<file path="src/rtl/pipe_hazard_ctrl_if.sv">
// Hazard-control bundle between the 5-stage pipeline datapath and the
// stall/flush controller. master = pipeline datapath, slave = controller.
//
// Handshake: the MEM stage raises mem_req while a data access is pending and
// keeps it up until the cycle in which data memory returns mem_ready=1; that
// cycle completes the access. The multi-cycle unit works the same way:
// ex_multi_start stays up until the cycle with ex_multi_done=1.
interface pipe_hazard_ctrl_if #(
  parameter int REG_W = 5
) ();
  logic [REG_W-1:0] id_rs1_idx;
  logic [REG_W-1:0] id_rs2_idx;
  logic             id_rs1_used;
  logic             id_rs2_used;
  logic [REG_W-1:0] ex_rd_idx;
  logic             ex_load;
  logic             ex_multi_start;
  logic             ex_multi_done;
  logic             mem_req;
  logic             mem_ready;
  logic             redirect;
  logic             pc_hold;
  logic             if_id_hold;
  logic             id_ex_hold;
  logic             ex_mem_hold;
  logic             if_id_flush;
  logic             id_ex_flush;
  logic             ex_mem_flush;
  logic             mem_wb_flush;
  logic             stall_timeout;

  modport master (
    output id_rs1_idx, id_rs2_idx, id_rs1_used, id_rs2_used, ex_rd_idx,
           ex_load, ex_multi_start, ex_multi_done, mem_req, mem_ready,
           redirect,
    input  pc_hold, if_id_hold, id_ex_hold, ex_mem_hold, if_id_flush,
           id_ex_flush, ex_mem_flush, mem_wb_flush, stall_timeout
  );

  modport slave (
    input  id_rs1_idx, id_rs2_idx, id_rs1_used, id_rs2_used, ex_rd_idx,
           ex_load, ex_multi_start, ex_multi_done, mem_req, mem_ready,
           redirect,
    output pc_hold, if_id_hold, id_ex_hold, ex_mem_hold, if_id_flush,
           id_ex_flush, ex_mem_flush, mem_wb_flush, stall_timeout
  );
endinterface

</file>
<file path="src/rtl/pipe_hazard_ctrl.sv">
// Central stall/flush controller for the 5-stage pipeline: load-use bubbles,
// data-memory waits, multi-cycle execute waits, branch redirects and a sticky
// stall-timeout watchdog. Hold/flush outputs are Mealy (state + inputs).
// Optional macro PIPE_HAZARD_PERF_EN adds four 32-bit event counters.
module pipe_hazard_ctrl #(
  parameter int REG_W   = 5,
  parameter int TIMEOUT = 256,
  parameter int TMR_W   = 9
) (
  input  logic                 clk,
  input  logic                 rst,
  pipe_hazard_ctrl_if.slave    hz,
  output logic [1:0]           dbg_state
`ifdef PIPE_HAZARD_PERF_EN
  ,
  output logic [31:0]          perf_lu_cnt,
  output logic [31:0]          perf_mem_cnt,
  output logic [31:0]          perf_exec_cnt,
  output logic [31:0]          perf_flush_cnt
`endif
);

  typedef enum logic [1:0] {
    RUN       = 2'd0,
    MEM_WAIT  = 2'd1,
    EXEC_WAIT = 2'd2
  } state_t;

  state_t           state;
  state_t           state_nxt;
  logic [TMR_W-1:0] wait_cnt;
  logic             timeout_q;

  logic [REG_W-1:0] rs1_idx;
  logic [REG_W-1:0] rs2_idx;
  logic [REG_W-1:0] rd_idx;
  logic             mem_stall;
  logic             exec_stall;
  logic             lu;

  // Chosen action for this cycle; exactly one (or none) is set.
  logic do_mem;
  logic do_exec;
  logic do_red;
  logic do_lu;
  logic stall_persist;

  assign rs1_idx    = hz.id_rs1_idx;
  assign rs2_idx    = hz.id_rs2_idx;
  assign rd_idx     = hz.ex_rd_idx;
  assign mem_stall  = hz.mem_req & ~hz.mem_ready;
  assign exec_stall = hz.ex_multi_start & ~hz.ex_multi_done;
  assign lu = hz.ex_load & (rd_idx != '0) &
              ((hz.id_rs1_used & (rs1_idx == rd_idx)) |
               (hz.id_rs2_used & (rs2_idx == rd_idx)));

  // Priority resolution per state; release cycles fall back to the RUN rules
  // that are still meaningful (redirect is only honoured outside a wait).
  always_comb begin
    do_mem        = 1'b0;
    do_exec       = 1'b0;
    do_red        = 1'b0;
    do_lu         = 1'b0;
    stall_persist = 1'b0;
    case (state)
      RUN: begin
        if (mem_stall)          do_mem  = 1'b1;
        else if (exec_stall)    do_exec = 1'b1;
        else if (hz.redirect)   do_red  = 1'b1;
        else if (lu)            do_lu   = 1'b1;
      end
      MEM_WAIT: begin
        if (!hz.mem_ready) begin
          do_mem        = 1'b1;
          stall_persist = 1'b1;
        end
        else if (exec_stall)    do_exec = 1'b1;
        else if (hz.redirect)   do_red  = 1'b1;
        else if (lu)            do_lu   = 1'b1;
      end
      EXEC_WAIT: begin
        if (mem_stall) begin
          do_mem        = 1'b1;
          stall_persist = 1'b1;
        end
        else if (!hz.ex_multi_done) begin
          do_exec       = 1'b1;
          stall_persist = 1'b1;
        end
        else if (hz.redirect)   do_red  = 1'b1;
        else if (lu)            do_lu   = 1'b1;
      end
      default: ;
    endcase
    state_nxt = do_mem ? MEM_WAIT : (do_exec ? EXEC_WAIT : RUN);
  end

  // Mealy outputs, forced low while reset is asserted.
  always_comb begin
    hz.pc_hold      = rst & (do_mem | do_exec | do_lu);
    hz.if_id_hold   = rst & (do_mem | do_exec | do_lu);
    hz.id_ex_hold   = rst & (do_mem | do_exec);
    hz.ex_mem_hold  = rst & do_mem;
    hz.if_id_flush  = rst & do_red;
    hz.id_ex_flush  = rst & (do_red | do_lu);
    hz.ex_mem_flush = rst & do_exec;
    hz.mem_wb_flush = rst & do_mem;
  end

  assign hz.stall_timeout = timeout_q;
  assign dbg_state        = state;

  // State, saturating wait counter and sticky watchdog flag.
  always_ff @(posedge clk or negedge rst) begin
    if (!rst) begin
      state     <= RUN;
      wait_cnt  <= '0;
      timeout_q <= 1'b0;
    end
    else begin
      state <= state_nxt;
      if (state == RUN || state_nxt != state)
        wait_cnt <= '0;
      else if (wait_cnt != '1)
        wait_cnt <= wait_cnt + 1'b1;
      if (stall_persist && wait_cnt == TMR_W'(TIMEOUT - 1))
        timeout_q <= 1'b1;
    end
  end

`ifdef PIPE_HAZARD_PERF_EN
  // Event counters, free-running modulo 2^32.
  always_ff @(posedge clk or negedge rst) begin
    if (!rst) begin
      perf_lu_cnt    <= '0;
      perf_mem_cnt   <= '0;
      perf_exec_cnt  <= '0;
      perf_flush_cnt <= '0;
    end
    else begin
      if (do_lu)   perf_lu_cnt    <= perf_lu_cnt + 32'd1;
      if (do_mem)  perf_mem_cnt   <= perf_mem_cnt + 32'd1;
      if (do_exec) perf_exec_cnt  <= perf_exec_cnt + 32'd1;
      if (do_red)  perf_flush_cnt <= perf_flush_cnt + 32'd1;
    end
  end
`endif

endmodule
</file>
<file path="src/flat_wrapper.sv">
// flat-port wrapper written by rule: the top's interface ports become plain ports
module pipe_hazard_ctrl_flat 
#(
  parameter int REG_W   = 5,
  parameter int TIMEOUT = 256,
  parameter int TMR_W   = 9
)
  (clk, rst, dbg_state, hz_id_rs1_idx, hz_id_rs2_idx, hz_id_rs1_used, hz_id_rs2_used, hz_ex_rd_idx, hz_ex_load, hz_ex_multi_start, hz_ex_multi_done, hz_mem_req, hz_mem_ready, hz_redirect, hz_pc_hold, hz_if_id_hold, hz_id_ex_hold, hz_ex_mem_hold, hz_if_id_flush, hz_id_ex_flush, hz_ex_mem_flush, hz_mem_wb_flush, hz_stall_timeout);
  pipe_hazard_ctrl_if #(.REG_W(REG_W)) hz_i ();
  input  logic clk;
  input  logic rst;
  output logic [1:0] dbg_state;
  input wire logic [$bits(hz_i.id_rs1_idx)-1:0] hz_id_rs1_idx;
  input wire logic [$bits(hz_i.id_rs2_idx)-1:0] hz_id_rs2_idx;
  input wire logic [$bits(hz_i.id_rs1_used)-1:0] hz_id_rs1_used;
  input wire logic [$bits(hz_i.id_rs2_used)-1:0] hz_id_rs2_used;
  input wire logic [$bits(hz_i.ex_rd_idx)-1:0] hz_ex_rd_idx;
  input wire logic [$bits(hz_i.ex_load)-1:0] hz_ex_load;
  input wire logic [$bits(hz_i.ex_multi_start)-1:0] hz_ex_multi_start;
  input wire logic [$bits(hz_i.ex_multi_done)-1:0] hz_ex_multi_done;
  input wire logic [$bits(hz_i.mem_req)-1:0] hz_mem_req;
  input wire logic [$bits(hz_i.mem_ready)-1:0] hz_mem_ready;
  input wire logic [$bits(hz_i.redirect)-1:0] hz_redirect;
  output wire logic [$bits(hz_i.pc_hold)-1:0] hz_pc_hold;
  output wire logic [$bits(hz_i.if_id_hold)-1:0] hz_if_id_hold;
  output wire logic [$bits(hz_i.id_ex_hold)-1:0] hz_id_ex_hold;
  output wire logic [$bits(hz_i.ex_mem_hold)-1:0] hz_ex_mem_hold;
  output wire logic [$bits(hz_i.if_id_flush)-1:0] hz_if_id_flush;
  output wire logic [$bits(hz_i.id_ex_flush)-1:0] hz_id_ex_flush;
  output wire logic [$bits(hz_i.ex_mem_flush)-1:0] hz_ex_mem_flush;
  output wire logic [$bits(hz_i.mem_wb_flush)-1:0] hz_mem_wb_flush;
  output wire logic [$bits(hz_i.stall_timeout)-1:0] hz_stall_timeout;
  assign hz_i.id_rs1_idx = hz_id_rs1_idx;
  assign hz_i.id_rs2_idx = hz_id_rs2_idx;
  assign hz_i.id_rs1_used = hz_id_rs1_used;
  assign hz_i.id_rs2_used = hz_id_rs2_used;
  assign hz_i.ex_rd_idx = hz_ex_rd_idx;
  assign hz_i.ex_load = hz_ex_load;
  assign hz_i.ex_multi_start = hz_ex_multi_start;
  assign hz_i.ex_multi_done = hz_ex_multi_done;
  assign hz_i.mem_req = hz_mem_req;
  assign hz_i.mem_ready = hz_mem_ready;
  assign hz_i.redirect = hz_redirect;
  assign hz_pc_hold = hz_i.pc_hold;
  assign hz_if_id_hold = hz_i.if_id_hold;
  assign hz_id_ex_hold = hz_i.id_ex_hold;
  assign hz_ex_mem_hold = hz_i.ex_mem_hold;
  assign hz_if_id_flush = hz_i.if_id_flush;
  assign hz_id_ex_flush = hz_i.id_ex_flush;
  assign hz_ex_mem_flush = hz_i.ex_mem_flush;
  assign hz_mem_wb_flush = hz_i.mem_wb_flush;
  assign hz_stall_timeout = hz_i.stall_timeout;
  pipe_hazard_ctrl #(.REG_W(REG_W), .TIMEOUT(TIMEOUT), .TMR_W(TMR_W)) u_core (.clk(clk), .rst(rst), .hz(hz_i), .dbg_state(dbg_state));
endmodule
</file>
<file path="config.mk">
export PLATFORM = sky130hd
export DESIGN_NAME = pipe_hazard_ctrl_flat
export DESIGN_NICKNAME = d
export VERILOG_FILES = /design/src/rtl/pipe_hazard_ctrl_if.sv /design/src/rtl/pipe_hazard_ctrl.sv /design/src/flat_wrapper.sv
export SDC_FILE = /design/constraint.sdc
export NUM_CORES = 1
export LEC_CHECK = 0
export CAP_MARGIN = 10
export CORE_ASPECT_RATIO = 1.2
export CORE_MARGIN = 1.5
export CORE_UTILIZATION = 39
export DETAILED_ROUTE_END_ITERATION = 6
export PLACE_DENSITY = 0.82
export SYNTH_ARGS = -nofsm -noshare
export SYNTH_HDL_FRONTEND = slang
export SYNTH_SLANG_ARGS = --single-unit
</file>
<file path="constraint.sdc">
create_clock -name clk -period 4 [get_ports clk]
set_input_delay 0.4 -clock clk [delete_from_list [all_inputs] [get_ports clk]]
set_output_delay 0.4 -clock clk [all_outputs]
set_load 0.005 [all_outputs]
</file>
==> impl_summary.txt <==
----------------------------------------------------
[CTS]
  Total clock buffers created by CTS ... 3
  H-tree depth ... 1
  Post-CTS setup buffer count ... 0
  CTS-repair resized insts ... 0
  CTS clk-pin slew, worst paths ... 0.08 ns
  Cell chosen for the clock root ... sky130_fd_sc_hd__clkbuf_4
  Clock latency on the worst-skew pair ... 0.28 ns
  Post-cts hold buffer count ... 0
  Sink Count ... 12
  Bufs on Longest Clock Path ... 2
  TritonCTS clock tree ... yes

[Floorplan]
  Number of cell rows ... 19
  Die ar. ... 0.002830 mm2
  Initial core utilization ... 42.16%
  Floorplan die width ... 48.81 um
  Chip Height ... 57.98 um
  I/O pin cnt ... 36
  Floorplan core area ... 0.002330 mm2

[Logic synthesis]
  Yosys reg bits ... 12
  Synth Flop Type ... sky130_fd_sc_hd__dfrtp_1
  Post-synthesis cell area ... 982.2 um2
  Top cells by instance count after synthesis ... sky130_fd_sc_hd__dfrtp_1, sky130_fd_sc_hd__a21oi_1, sky130_fd_sc_hd__xor2_1
  Net count after synthesis ... 134
  Yosys cell types ... 38
  Share of the synthesized area in the top cell type ... 30.57%
  Count of flip-flops with a built-in enable after synthesis ... 0
  Sequential element share of the synthesized area ... 30.57%
  Number of warnings reported in the yosys synthesis log ... 0
  Synth async-reset ratio ... 100.0%
  Cell taking the most area after synthesis ... sky130_fd_sc_hd__dfrtp_1
  Top cells by area, synth ... sky130_fd_sc_hd__dfrtp_1, sky130_fd_sc_hd__xor2_1, sky130_fd_sc_hd__ha_1
  Cell with the most instances after synthesis ... sky130_fd_sc_hd__dfrtp_1
  Syn Area/Cell ... 9.629 um2
  Synthesized instance count ... 102

[Global route]
  Total routing usage reported by global routing ... 18.23%
  First-pass GRT wire length ... 4.022 mm
  Vias in the first global route ... 889
  Global route total overflow ... 0
  Maximum number of pins on one net before global-route repair ... 17
  Antenna violations before repair ... 0

[Cells and area]
  Total area of sequential cells ... 300.3 um2
  Filler cells ... 222
  # nets final ... 172
  Area delta synth->final ... 42.17%
  Diodes inserted ... 0
  Fraction of final layout cells sized beyond drive strength 1 ... 7.914%
  Multi-input logic area ... 640.6 um2

[STA]
  Worst clock skew ... 0.007405 ns
  Pins over their slew limit ... 0
  Number of endpoints with negative hold slack in the final report ... 0
  Total of endpoints with negative setup slack in the final report ... 0
  Final sum of negative setup slack ... 0 ns
  Normalized max-slew margin ... 66.72%
  Min Tclk post-route ... 3.120 ns
  Worst Max-Slew Pin Slew ... 0.4896 ns
  Ratio of final minimum period to clock period ... 78.01%
  Setup repair after global routing missed its margin ... false
  Maximum clock frequency ... 320.5 MHz

[Worst setup path]
  Crit Path Category ... flip-flop to primary output
  Maximum fanout along the worst path ... 7
  WP data arrival ... 2.72 ns
  CP endpoint kind ... primary output
  Critical Path Start Type ... flip-flop
  CP required ... 3.60 ns

[Status]
  Result of the run ... finished, final reports clean

[Route]
  Total length of routed wires ... 2.418 mm
  Ratio of routed vias to standard cells ... 5.382
  Residual DRC count ... 0
  Number of violations reported at the end of detailed-routing iteration 0 ... 15
  Detailed-route via count ... 915
  Count of TritonRoute iterations in the first routing pass ... 4
  Antenna Violating Nets Remaining ... 0
  DR WL/cell ... 14.22 um

[Flow run]
  Number of max-cap violations ... 0

[Place]
  RD Place Congestion ... 0.8425
  Detailed placer's ending HPWL ... 1.933 mm
  Count of buffers from port buffering ... 35

[Power]
  Max IR drop VDD ... 0.2196 mV
  Leakage component of the power ... 0.0005574 uW
  Power after layout ... 367.0 uW
  Power density relative to cell area ... 262.8 mW/mm2

[Hold path]
  Min-delay worst type ... primary input to asynchronous set/reset pin

----------------------------------------------------
==> report_power, final <==
part           switching [uW]  total (uW)  internal (uW)
clock                    44.2        99.7           55.5
sequential               8.39         135            127
combinational            57.5         132           74.6
total                     110         367            257
==> worst paths after layout <==
check | from | end | slack, ns | depth (start not counted)
min reg2reg | u_core.hz.stall_timeout | u_core.hz.stall_timeout | 0.50 | 1
min in group clk | u_core.hz.stall_timeout | u_core.hz.stall_timeout | 0.50 | 1
min | rst | u_core.wait_cnt[7] | 0.41 | 2
max reg2reg | u_core.dbg_state[0] | u_core.wait_cnt[6] | 1.71 | 6
max in group asynchronous | rst | u_core.wait_cnt[4] | 3.41 | 2
max | u_core.dbg_state[0] | hz_if_id_hold | 0.88 | 7
==> worst max-delay path, stage by stage, from the launching register on <==
cell                              delay, ns
sky130_fd_sc_hd__dfrtp_1               0.51
sky130_fd_sc_hd__inv_1                 0.12
sky130_fd_sc_hd__ha_1                  0.30
sky130_fd_sc_hd__or3_4                 0.45
sky130_fd_sc_hd__and3b_1               0.21
sky130_fd_sc_hd__o21a_1                0.20
sky130_fd_sc_hd__o21bai_1              0.17
sky130_fd_sc_hd__clkdlybuf4s50_1       0.46
==> layer usage <==
layer / share of wire, % / up-vias / GRT usage [%]
met4: 2.0 / 0 / 7.347
li1: - / 443 / -
met3: 7.1 / 5 / 4.124
met5: 0 / - / 0
met2: 50 / 37 / 32.09
met1: 41 / 430 / 21.57
==> flip-flops by register name, indices dropped and copies added, names as in the netlist <==
name                     cells
u_core.dbg_state             2
u_core.hz.stall_timeout      1
u_core.wait_cnt              9
==> cell usage in the layout, fill, tap and decap left out, types with 3 or more instances in the layout <==
cell type,synthesis,routed
sky130_fd_sc_hd__clkbuf_4,0,3
sky130_fd_sc_hd__ha_1,7,7
sky130_fd_sc_hd__dfrtp_1,12,12
sky130_fd_sc_hd__a21oi_1,11,11
sky130_fd_sc_hd__clkdlybuf4s50_1,0,35
sky130_fd_sc_hd__xor2_1,11,11
sky130_fd_sc_hd__nand2_1,3,3
sky130_fd_sc_hd__xnor2_1,7,7
sky130_fd_sc_hd__and2_1,3,3
sky130_fd_sc_hd__nor2_1,5,5
sky130_fd_sc_hd__inv_1,6,6
==> cell type report <==
class,count,share of cell area (%)
inverters,6,1.613
flip-flops and latches,12,21.51
multi-input cells,81,45.88
repair buffers,36,25.63
well taps,31,2.778
clock buffers,4,2.599
==> logic make-up after synthesis <==
| kind of cell | Yosys count | synth area share [%] |
|---|---|---|
| muxes | 2 | 2.420 |
| and+or+nand+nor | 28 | 17.45 |
| DFF | 12 | 30.57 |
| AOI/OAI and AO/OA | 26 | 20.38 |
| buffers and inverters | 9 | 4.203 |
| adders and majority gates | 7 | 8.917 |
| xor gates and xnor gates | 18 | 16.05 |
==> through the flow <==
stage	hold WS, ns	worst slack (ns)	std cells	area, um2	util [%]
floorplan	0.1044	1.628	102	982.2	-
global placement	0.4537	1.291	166	1360	58.38
detailed placement	0.4920	1.184	166	1360	58.38
CTS	0.4168	0.8731	170	1396	59.94
global route	0.4269	0.7302	170	1396	59.94
finish	0.4130	0.8796	170	1396	59.94
Note: power is estimated with default switching activity, not from simulation.
